===== config.mk =====
export PLATFORM = sky130hd
export DESIGN_NAME = cond_logic_flat
export DESIGN_NICKNAME = d
export VERILOG_FILES = /design/src/rtl/cond_logic_if.sv /design/src/rtl/cond_logic.sv /design/src/flat_wrapper.sv
export SDC_FILE = /design/constraint.sdc
export NUM_CORES = 1
export LEC_CHECK = 0
export CAP_MARGIN = 20
export CORE_MARGIN = 8
export CORE_UTILIZATION = 43
export DETAILED_ROUTE_END_ITERATION = 10
export MAX_ROUTING_LAYER = met4
export PLACE_DENSITY = 0.76
export SYNTH_ARGS = -nofsm -noshare
export SYNTH_HDL_FRONTEND = slang
export SYNTH_SLANG_ARGS = --single-unit

===== constraint.sdc =====
create_clock -name clk -period 2.15 [get_ports clk]
set_input_delay 0.215 -clock clk [delete_from_list [all_inputs] [get_ports clk]]
set_output_delay 0.215 -clock clk [all_outputs]
set_load 0.01 [all_outputs]

===== src/rtl/cond_logic_if.sv =====
// ============================================================================
// Module      : cond_logic_if
// Description : Instruction-side bus for the conditional-execution unit:
//               decode/ALU requests in, gated writes, flags and counters out.
// Revision    : 1.0 - initial release
// ============================================================================
`default_nettype none

interface cond_logic_if #(
    parameter int CW = 16
);
    logic          valid;
    logic          stall;
    logic [3:0]    cond;
    logic [3:0]    alu_flags;
    logic [1:0]    flag_w;
    logic          pcs;
    logic          reg_w;
    logic          mem_w;
    logic          no_write;

    logic          cond_ex;
    logic          pc_src;
    logic          reg_write;
    logic          mem_write;
    logic [3:0]    flags;
    logic [CW-1:0] exec_cnt;
    logic [CW-1:0] squash_cnt;

    modport master (
        output valid, stall, cond, alu_flags, flag_w, pcs, reg_w, mem_w, no_write,
        input  cond_ex, pc_src, reg_write, mem_write, flags, exec_cnt, squash_cnt
    );

    modport slave (
        input  valid, stall, cond, alu_flags, flag_w, pcs, reg_w, mem_w, no_write,
        output cond_ex, pc_src, reg_write, mem_write, flags, exec_cnt, squash_cnt
    );
endinterface

`default_nettype wire


===== src/rtl/cond_logic.sv =====
// ============================================================================
// Module      : cond_logic
// Description : ARM-style condition evaluation against stored NZCV flags,
//               write gating and saturating executed/squashed counters.
// Revision    : 1.0 - initial release
// ============================================================================
`default_nettype none

module cond_logic #(
    parameter int CW = 16
) (
    input  logic         clk,
    input  logic         reset,
    cond_logic_if.slave  bus
);

    localparam logic [3:0] c_EQ = 4'b0000;
    localparam logic [3:0] c_NE = 4'b0001;
    localparam logic [3:0] c_CS = 4'b0010;
    localparam logic [3:0] c_CC = 4'b0011;
    localparam logic [3:0] c_MI = 4'b0100;
    localparam logic [3:0] c_PL = 4'b0101;
    localparam logic [3:0] c_VS = 4'b0110;
    localparam logic [3:0] c_VC = 4'b0111;
    localparam logic [3:0] c_HI = 4'b1000;
    localparam logic [3:0] c_LS = 4'b1001;
    localparam logic [3:0] c_GE = 4'b1010;
    localparam logic [3:0] c_LT = 4'b1011;
    localparam logic [3:0] c_GT = 4'b1100;
    localparam logic [3:0] c_LE = 4'b1101;
    localparam logic [3:0] c_AL = 4'b1110;

    logic [3:0]    r_flags;
    logic [CW-1:0] r_exec_cnt;
    logic [CW-1:0] r_squash_cnt;

    logic w_n;
    logic w_z;
    logic w_c;
    logic w_v;
    logic w_cond_ex;
    logic w_commit;
    logic w_exec;
    logic w_squash;

    assign w_n = r_flags[3];
    assign w_z = r_flags[2];
    assign w_c = r_flags[1];
    assign w_v = r_flags[0];

    // Evaluated from the registered flags only, so a flag-setting instruction
    // never sees its own ALU result.
    always_comb begin
        w_cond_ex = 1'b0;
        case (bus.cond)
            c_EQ:    w_cond_ex = w_z;
            c_NE:    w_cond_ex = ~w_z;
            c_CS:    w_cond_ex = w_c;
            c_CC:    w_cond_ex = ~w_c;
            c_MI:    w_cond_ex = w_n;
            c_PL:    w_cond_ex = ~w_n;
            c_VS:    w_cond_ex = w_v;
            c_VC:    w_cond_ex = ~w_v;
            c_HI:    w_cond_ex = w_c & ~w_z;
            c_LS:    w_cond_ex = ~w_c | w_z;
            c_GE:    w_cond_ex = w_n ~^ w_v;
            c_LT:    w_cond_ex = w_n ^ w_v;
            c_GT:    w_cond_ex = ~w_z & (w_n ~^ w_v);
            c_LE:    w_cond_ex = w_z | (w_n ^ w_v);
            c_AL:    w_cond_ex = 1'b1;
            default: w_cond_ex = 1'b0;
        endcase
    end

    assign w_commit = bus.valid & ~bus.stall;
    assign w_exec   = w_commit & w_cond_ex;
    assign w_squash = w_commit & ~w_cond_ex;

    assign bus.cond_ex    = w_cond_ex;
    assign bus.pc_src     = w_exec & bus.pcs;
    assign bus.reg_write  = w_exec & bus.reg_w & ~bus.no_write;
    assign bus.mem_write  = w_exec & bus.mem_w;
    assign bus.flags      = r_flags;
    assign bus.exec_cnt   = r_exec_cnt;
    assign bus.squash_cnt = r_squash_cnt;

    // NZ and CV groups load independently; reset discards a coincident commit.
    always_ff @(posedge clk) begin
        if (reset) begin
            r_flags <= 4'b0000;
        end else begin
            if (w_exec && bus.flag_w[1]) begin
                r_flags[3:2] <= bus.alu_flags[3:2];
            end
            if (w_exec && bus.flag_w[0]) begin
                r_flags[1:0] <= bus.alu_flags[1:0];
            end
        end
    end

    always_ff @(posedge clk) begin
        if (reset) begin
            r_exec_cnt   <= '0;
            r_squash_cnt <= '0;
        end else begin
            if (w_exec && (r_exec_cnt != '1)) begin
                r_exec_cnt <= r_exec_cnt + CW'(1);
            end
            if (w_squash && (r_squash_cnt != '1)) begin
                r_squash_cnt <= r_squash_cnt + CW'(1);
            end
        end
    end

endmodule

`default_nettype wire


===== src/flat_wrapper.sv =====
// flat-port wrapper written by rule: the top's interface ports become plain ports
module cond_logic_flat 
#(
    parameter int CW = 16
)
  (clk, reset, bus_valid, bus_stall, bus_cond, bus_alu_flags, bus_flag_w, bus_pcs, bus_reg_w, bus_mem_w, bus_no_write, bus_cond_ex, bus_pc_src, bus_reg_write, bus_mem_write, bus_flags, bus_exec_cnt, bus_squash_cnt);
  cond_logic_if #(.CW(CW)) bus_i ();
  input  logic clk;
  input  logic reset;
  input wire logic [$bits(bus_i.valid)-1:0] bus_valid;
  input wire logic [$bits(bus_i.stall)-1:0] bus_stall;
  input wire logic [$bits(bus_i.cond)-1:0] bus_cond;
  input wire logic [$bits(bus_i.alu_flags)-1:0] bus_alu_flags;
  input wire logic [$bits(bus_i.flag_w)-1:0] bus_flag_w;
  input wire logic [$bits(bus_i.pcs)-1:0] bus_pcs;
  input wire logic [$bits(bus_i.reg_w)-1:0] bus_reg_w;
  input wire logic [$bits(bus_i.mem_w)-1:0] bus_mem_w;
  input wire logic [$bits(bus_i.no_write)-1:0] bus_no_write;
  output wire logic [$bits(bus_i.cond_ex)-1:0] bus_cond_ex;
  output wire logic [$bits(bus_i.pc_src)-1:0] bus_pc_src;
  output wire logic [$bits(bus_i.reg_write)-1:0] bus_reg_write;
  output wire logic [$bits(bus_i.mem_write)-1:0] bus_mem_write;
  output wire logic [$bits(bus_i.flags)-1:0] bus_flags;
  output wire logic [$bits(bus_i.exec_cnt)-1:0] bus_exec_cnt;
  output wire logic [$bits(bus_i.squash_cnt)-1:0] bus_squash_cnt;
  assign bus_i.valid = bus_valid;
  assign bus_i.stall = bus_stall;
  assign bus_i.cond = bus_cond;
  assign bus_i.alu_flags = bus_alu_flags;
  assign bus_i.flag_w = bus_flag_w;
  assign bus_i.pcs = bus_pcs;
  assign bus_i.reg_w = bus_reg_w;
  assign bus_i.mem_w = bus_mem_w;
  assign bus_i.no_write = bus_no_write;
  assign bus_cond_ex = bus_i.cond_ex;
  assign bus_pc_src = bus_i.pc_src;
  assign bus_reg_write = bus_i.reg_write;
  assign bus_mem_write = bus_i.mem_write;
  assign bus_flags = bus_i.flags;
  assign bus_exec_cnt = bus_i.exec_cnt;
  assign bus_squash_cnt = bus_i.squash_cnt;
  cond_logic #(.CW(CW)) u_core (.clk(clk), .reset(reset), .bus(bus_i));
endmodule

==> Word level (Yosys, flattened, before mapping) <==
Cells that the tools add are included.
{ "totals": {"register_bits": 36, "input_bits": 18} }
{ "op_classes": {"n_addsub": 2, "n_eq_ne": 16, "mux": 1, "bitwise": 20, "reduce_logical": 5} }
{ "op_table": {"columns": ["op", "n"], "rows": [
  ["$add 16x1->16 const B", 2],
  ["$ne 16x16->1 const B", 2],
  ["$eq 4x4->1 const B", 7],
  ["$eq 4x3->1 const B", 4],
  ["$pmux 1 s15", 1],
  ["$and 1x1->1", 9],
  ["$eq 4x2->1 const B", 2],
  ["$not 1->1", 7],
  ["$eq 4x1->1 const B", 1],
  ["$logic_and 1x1->1", 4],
  ["$logic_not 4->1", 1],
  ["$or 1x1->1", 2],
  ["$xnor 1x1->1", 1],
  ["$xor 1x1->1", 1]
]} }

==> Longest topological paths before layout <==
{ "depth": {"depth_word": 6, "ltp_mapped": 9} }

==> Worst setup path before layout <==
Ideal clock, no wire load.
{ "synth_timing": {"path_kind": "register to register", "start": "register u_core.r_flags[3] (netlist: u_core.bus.flags[3])", "end": "register u_core.r_squash_cnt[13] (netlist: u_core.bus.squash_cnt[13])", "arrival_time_ps": 2110, "required_time_ps": 2029, "slack_ps": -81, "stages_incl_launch_ff": 8, "path_buffers": 1, "period_less_slack_ps": 2231, "cell_sequence": "dfxtp_1 xor2_1 o221ai_1 o311ai_1 nand3_1 clkbuf_1 nor4b_2 mux2_2"} }
{ "synth_via": {"elab_chain_len": 6, "elab_cells_between_ends": 9} }
{ "synth_rtl": {"columns": ["element", "line_no", "text"], "rows": [
  ["from (decl)", "cond_logic.sv:33", "logic [3:0] r_flags;"],
  ["from (signal assigned)", "cond_logic.sv:93", "r_flags[3:2] <= bus.alu_flags[3:2];"],
  ["$xor 1x1->1 / $xnor 1x1->1 (equally long branches)", null, null],
  ["$or 1x1->1 / $and 1x1->1 (equally long branches)", "cond_logic.sv:69, cond_logic.sv:68", null],
  ["$pmux 1 s15 *", "cond_logic.sv:55", "case (bus.cond)"],
  ["$not 1->1 *", "cond_logic.sv:77", "assign w_squash = w_commit & ~w_cond_ex;"],
  ["$and 1x1->1 *", "cond_logic.sv:77", null],
  ["$logic_and 1x1->1 *", "cond_logic.sv:109", "if (w_squash && (r_squash_cnt != '1)) begin"],
  ["to (signal assigned)", "cond_logic.sv:110", "r_squash_cnt <= r_squash_cnt + CW'(1);"],
  ["to (decl)", "cond_logic.sv:35", "logic [CW-1:0] r_squash_cnt;"]
]} }
Mark *: on every way between the ends. The rest lies on a longest branch, timed or not.
A chain may end at the register's enable or synchronous reset.

==> Worst setup path after layout <==
{ "layout_timing": {"start": "register u_core.r_flags[0] (netlist: u_core.bus.flags[0])", "end": "register u_core.r_squash_cnt[13] (netlist: u_core.bus.squash_cnt[13])"} }
The elaborated chain is that of the path after synthesis.

==> summary.txt <==
Outcome
  – Status: finished, violations left
  – Failing checks: setup timing

Critical path
  – Levels on crit path: 8
  – Worst-path cell chain: xor2_4 > and3_4 > o311ai_4 > nand3_1 > buf_6 > buf_6 > nor4b_4 > mux2_4
  – Worst setup path startpoint: u_core.bus.flags[0]
  – FF-to-FF path depth: 8
  – CP most frequent cell: buf_6
  – Kind of critical path: reg -> reg
  – Setup crit end kind: flop
  – Reg2reg start: u_core.bus.flags[0]
  – Slowest stage cell, crit path: dfxtp_4
  – Crit path max fanout: 7
  – Worst r2r dst: u_core.bus.squash_cnt[13]
  – CP Capture Point: u_core.bus.squash_cnt[13]
  – Top Family by Delay on Critical Path: simple AND/OR/NAND/NOR gates
  – Setup slack, reg-to-reg: -0.07 ns
  – Crit start category: flop
  – Critical path buffers and inverters: 2
  – Worst path max stage delay: 0.37 ns
  – WP data arrival: between 2 and 2.5 ns
  – Critical path data required time: about 2.3 ns

Placement
  – HPWL Detailed: roughly 4.2 mm
  – Global placer's final weighted congestion: ~0.9
  – PortBufs: 57
  – Pre-CTS WS: -0.559 ns
  – Placed inst area: around 0.0029 sq mm

Routing
  – Routed length per instance: 16.0 um
  – Vias post-DR: ~2300
  – Total routed wirelength: 6.29 mm
  – Final ANT Viol Nets: 0
  – DR pass1 iterations: 4
  – Detailed Route Iter0 Violations: 97
  – Remaining DRCs: 0
  – DR vias/cell: about 5.7

Global routing
  – Largest net degree at the start of global routing: between 40 and 50
  – Initial antenna violation count: 0
  – Vias in the first global route: between 2000 and 2500
  – Tot GR Track Use: 0.177
  – GRT overflow: 0
  – First-pass GRT wire length: a little over 10 mm

Final layout
  – Multi-input combinational cell area: between 0.001 and 0.0015 sq mm
  – Share of layout cells above drive strength 1: 0.241
  – Reg area: between 700 and 800 sq um
  – Diode count: 0
  – Layout area overhead: 54.5%
  – Nets: around 360
  – # fillers: ~400
  – Final design instance area without fill: around 0.0032 sq mm

Clocking
  – Clock slew at reported path FFs: about 0.07 ns
  – CTS tree: yes
  – CTS root buffer: clkbuf_8
  – Max Root-Sink Buffers: 2
  – H-tree levels: 2
  – CTS Hold Bufs: 0
  – Sink Count: 36
  – Latest clock arrival within the worst-skew pair: just under 0.3 ns
  – TritonCTS buffer count: 5

Timing
  – Max Freq: around 450 MHz
  – Final period util: 1.03
  – Least-Margin Pin Slew: between 0.4 and 0.5 ns
  – Final setup vio count: 14
  – Hold slack: 0.491 ns
  – Fin. Hold Viols: 0
  – Relative slew slack: 0.691
  – Worst Skew: 0.0136 ns
  – Unrepaired setup endpoints after global routing: true
  – Slew Limit Fails: 0
  – Final Critical Period: around 2.2 ns
  – Setup TNS: -0.353 ns
  – Final WS setup: -0.0674 ns

Power and ir drop
  – Pwr Density: between 400 and 500 mW/mm^2
  – Power Total: approximately 1.4 mW
  – IR drop worst, VDD: between 0.3 and 0.4 mV
  – Static Leak: approximately 1.2 nW

Synthesis
  – Syn avg cell area: approximately 8 sq um
  – Synthesized flop and latch total: 36
  – Synth warnings: 0
  – Post-synthesis sequential area ratio: 0.348
  – Netlist cell types: 43
  – Syn nets: 279
  – Post-Syn Instances: between 200 and 300
  – Syn Std Cell Area: ~0.0021 sq mm

Floorplanning
  – # rows: 25
  – Die ar.: 0.00730 sq mm
  – Die height: roughly 85 um
  – Starting Density: 0.442
  – Ports: 58
  – Core Area: 0.00469 sq mm
  – Die span in x: around 85 um

Run
  – Number of max-cap violations: 0

Worst hold path
  – Min-delay worst type: in -> reg
-- through the flow --
step           cells  utilization
3_5_place_dp     377        0.607
4_1_cts          393        0.658
2_1_floorplan    259            -
5_1_grt          394        0.682
3_3_place_gp     377        0.607
6_report         394        0.682
-- area by class of cell --
| cell class | instances | area share |
|---|---|---|
| clock buffers | 6 | 0.0258 |
| well taps | 54 | 0.0211 |
| repair buffers | 86 | 0.257 |
| flip-flops and latches | 36 | 0.228 |
| inverters | 10 | 0.0117 |
| multi-input cells | 200 | 0.453 |
| clock inverters | 2 | 0.00313 |
-- placed cells by master, fill, tap and decap left out, types with 7 or more instances in the layout --
| cell type | instances |
|---|---|
| clkdlybuf4s50_1 | 49 |
| dfxtp_1 | 32 |
| nand3_1 | 21 |
| o21ai_0 | 17 |
| buf_4 | 17 |
| nor2_1 | 16 |
| a21oi_1 | 16 |
| and3_1 | 13 |
| nand4_1 | 12 |
| nand2_1 | 11 |
| nor2b_1 | 11 |
| inv_1 | 10 |
| or3_1 | 10 |
| buf_6 | 7 |
-- synth_stat cells --
| library cell | instances | share of area |
|---|---|---|
| a211oi_1 | 2 | 0.0072 |
| a21oi_1 | 22 | 0.053 |
| a311o_1 | 1 | 0.0048 |
| a311oi_1 | 1 | 0.0042 |
| a31o_2 | 1 | 0.0042 |
| a31oi_1 | 2 | 0.0060 |
| and2_1 | 4 | 0.012 |
| and3_1 | 14 | 0.042 |
| and4_1 | 1 | 0.0042 |
| buf_2 | 3 | 0.0072 |
| clkbuf_1 | 10 | 0.018 |
| dfxtp_1 | 36 | 0.35 |
| ha_1 | 2 | 0.012 |
| inv_1 | 10 | 0.018 |
| mux2_1 | 1 | 0.0054 |
| mux2_2 | 8 | 0.043 |
| mux2i_1 | 2 | 0.0097 |
| nand2_1 | 11 | 0.020 |
| nand2b_1 | 1 | 0.0030 |
| nand3_1 | 21 | 0.051 |
| nand4_1 | 12 | 0.036 |
| nand4bb_1 | 1 | 0.0054 |
| nor2_1 | 16 | 0.029 |
| nor2b_1 | 13 | 0.039 |
| nor3_1 | 1 | 0.0024 |
| nor3b_1 | 4 | 0.014 |
| nor4_1 | 1 | 0.0030 |
| nor4_2 | 1 | 0.0060 |
| nor4b_1 | 3 | 0.013 |
| nor4b_2 | 1 | 0.0072 |
| nor4bb_1 | 1 | 0.0048 |
| o211ai_1 | 1 | 0.0036 |
| o21a_1 | 2 | 0.0072 |
| o21ai_0 | 18 | 0.043 |
| o221ai_1 | 1 | 0.0042 |
| o311a_1 | 2 | 0.0097 |
| o311ai_1 | 1 | 0.0042 |
| o31a_1 | 1 | 0.0042 |
| o31ai_1 | 4 | 0.014 |
| o41ai_1 | 1 | 0.0042 |
| or3_1 | 13 | 0.039 |
| or4_1 | 5 | 0.018 |
| xor2_1 | 3 | 0.013 |
-- state kept, by name (all words and copies together) (netlist names) --
name / cells
u_core.bus.flags: 4
u_core.bus.exec_cnt: 16
u_core.bus.squash_cnt: 16
-- worst min-delay path by stage --
stage / start / endpoint / slack [ns] / depth (start not counted)
2_1_floorplan: bus_alu_flags[0] / u_core.bus.flags[0] / 0.36 / 2
3_3_place_gp: u_core.bus.squash_cnt[4] / u_core.bus.squash_cnt[4] / 0.48 / 2
3_5_place_dp: u_core.bus.squash_cnt[8] / u_core.bus.squash_cnt[8] / 0.49 / 2
4_1_cts: bus_alu_flags[0] / u_core.bus.flags[0] / 0.49 / 3
5_1_grt: bus_alu_flags[0] / u_core.bus.flags[0] / 0.50 / 3
6_report: bus_alu_flags[0] / u_core.bus.flags[0] / 0.49 / 3
-- worst reg2reg max path, stage by stage, from the launching register on --
cell and delay [ns]:
dfxtp_4 0.37, xor2_4 0.20, and3_4 0.19, o311ai_4 0.28
nand3_1 0.14, buf_6 0.17, buf_6 0.13, nor4b_4 0.30
mux2_4 0.33
-- routing by layer --
layer  global-route usage  share of wire
met3               0.0483          0.044
met2                0.280           0.48
met4               0.0494         0.0097
met1                0.215           0.47
met5                    -              0
-- where the power goes --
| group | leakage (nW) | internal, mW | switching [mW] | total (mW) |
|---|---|---|---|---|
| clock network | 0.0510 | 0.256 | 0.249 | 0.505 |
| logic | 0.820 | 0.122 | 0.117 | 0.240 |
| registers | 0.293 | 0.670 | 0.00678 | 0.676 |
-- repair_timing --
action / CTS / global route
setup endpoints to repair: 33 / 30
cloned: 2 / 0
buffers inserted: 6 / 1
resized for setup: 42 / 22
pin swaps: 9 / 8
-- cell families (layout without fill, tap and decap cells) --
group                      after synthesis  count (layout)  synth area share
xor gates and xnor gates                 3               3            0.0127
buffers and inverters                   23             104            0.0435
muxes                                   11              11            0.0586
AOI/OAI and AO/OA                       60              60             0.175
adders and majority gates                2               2            0.0121
DFF                                     36              36             0.348
and+or+nand+nor                        124             124             0.350
(Power assumes the default switching activity.)
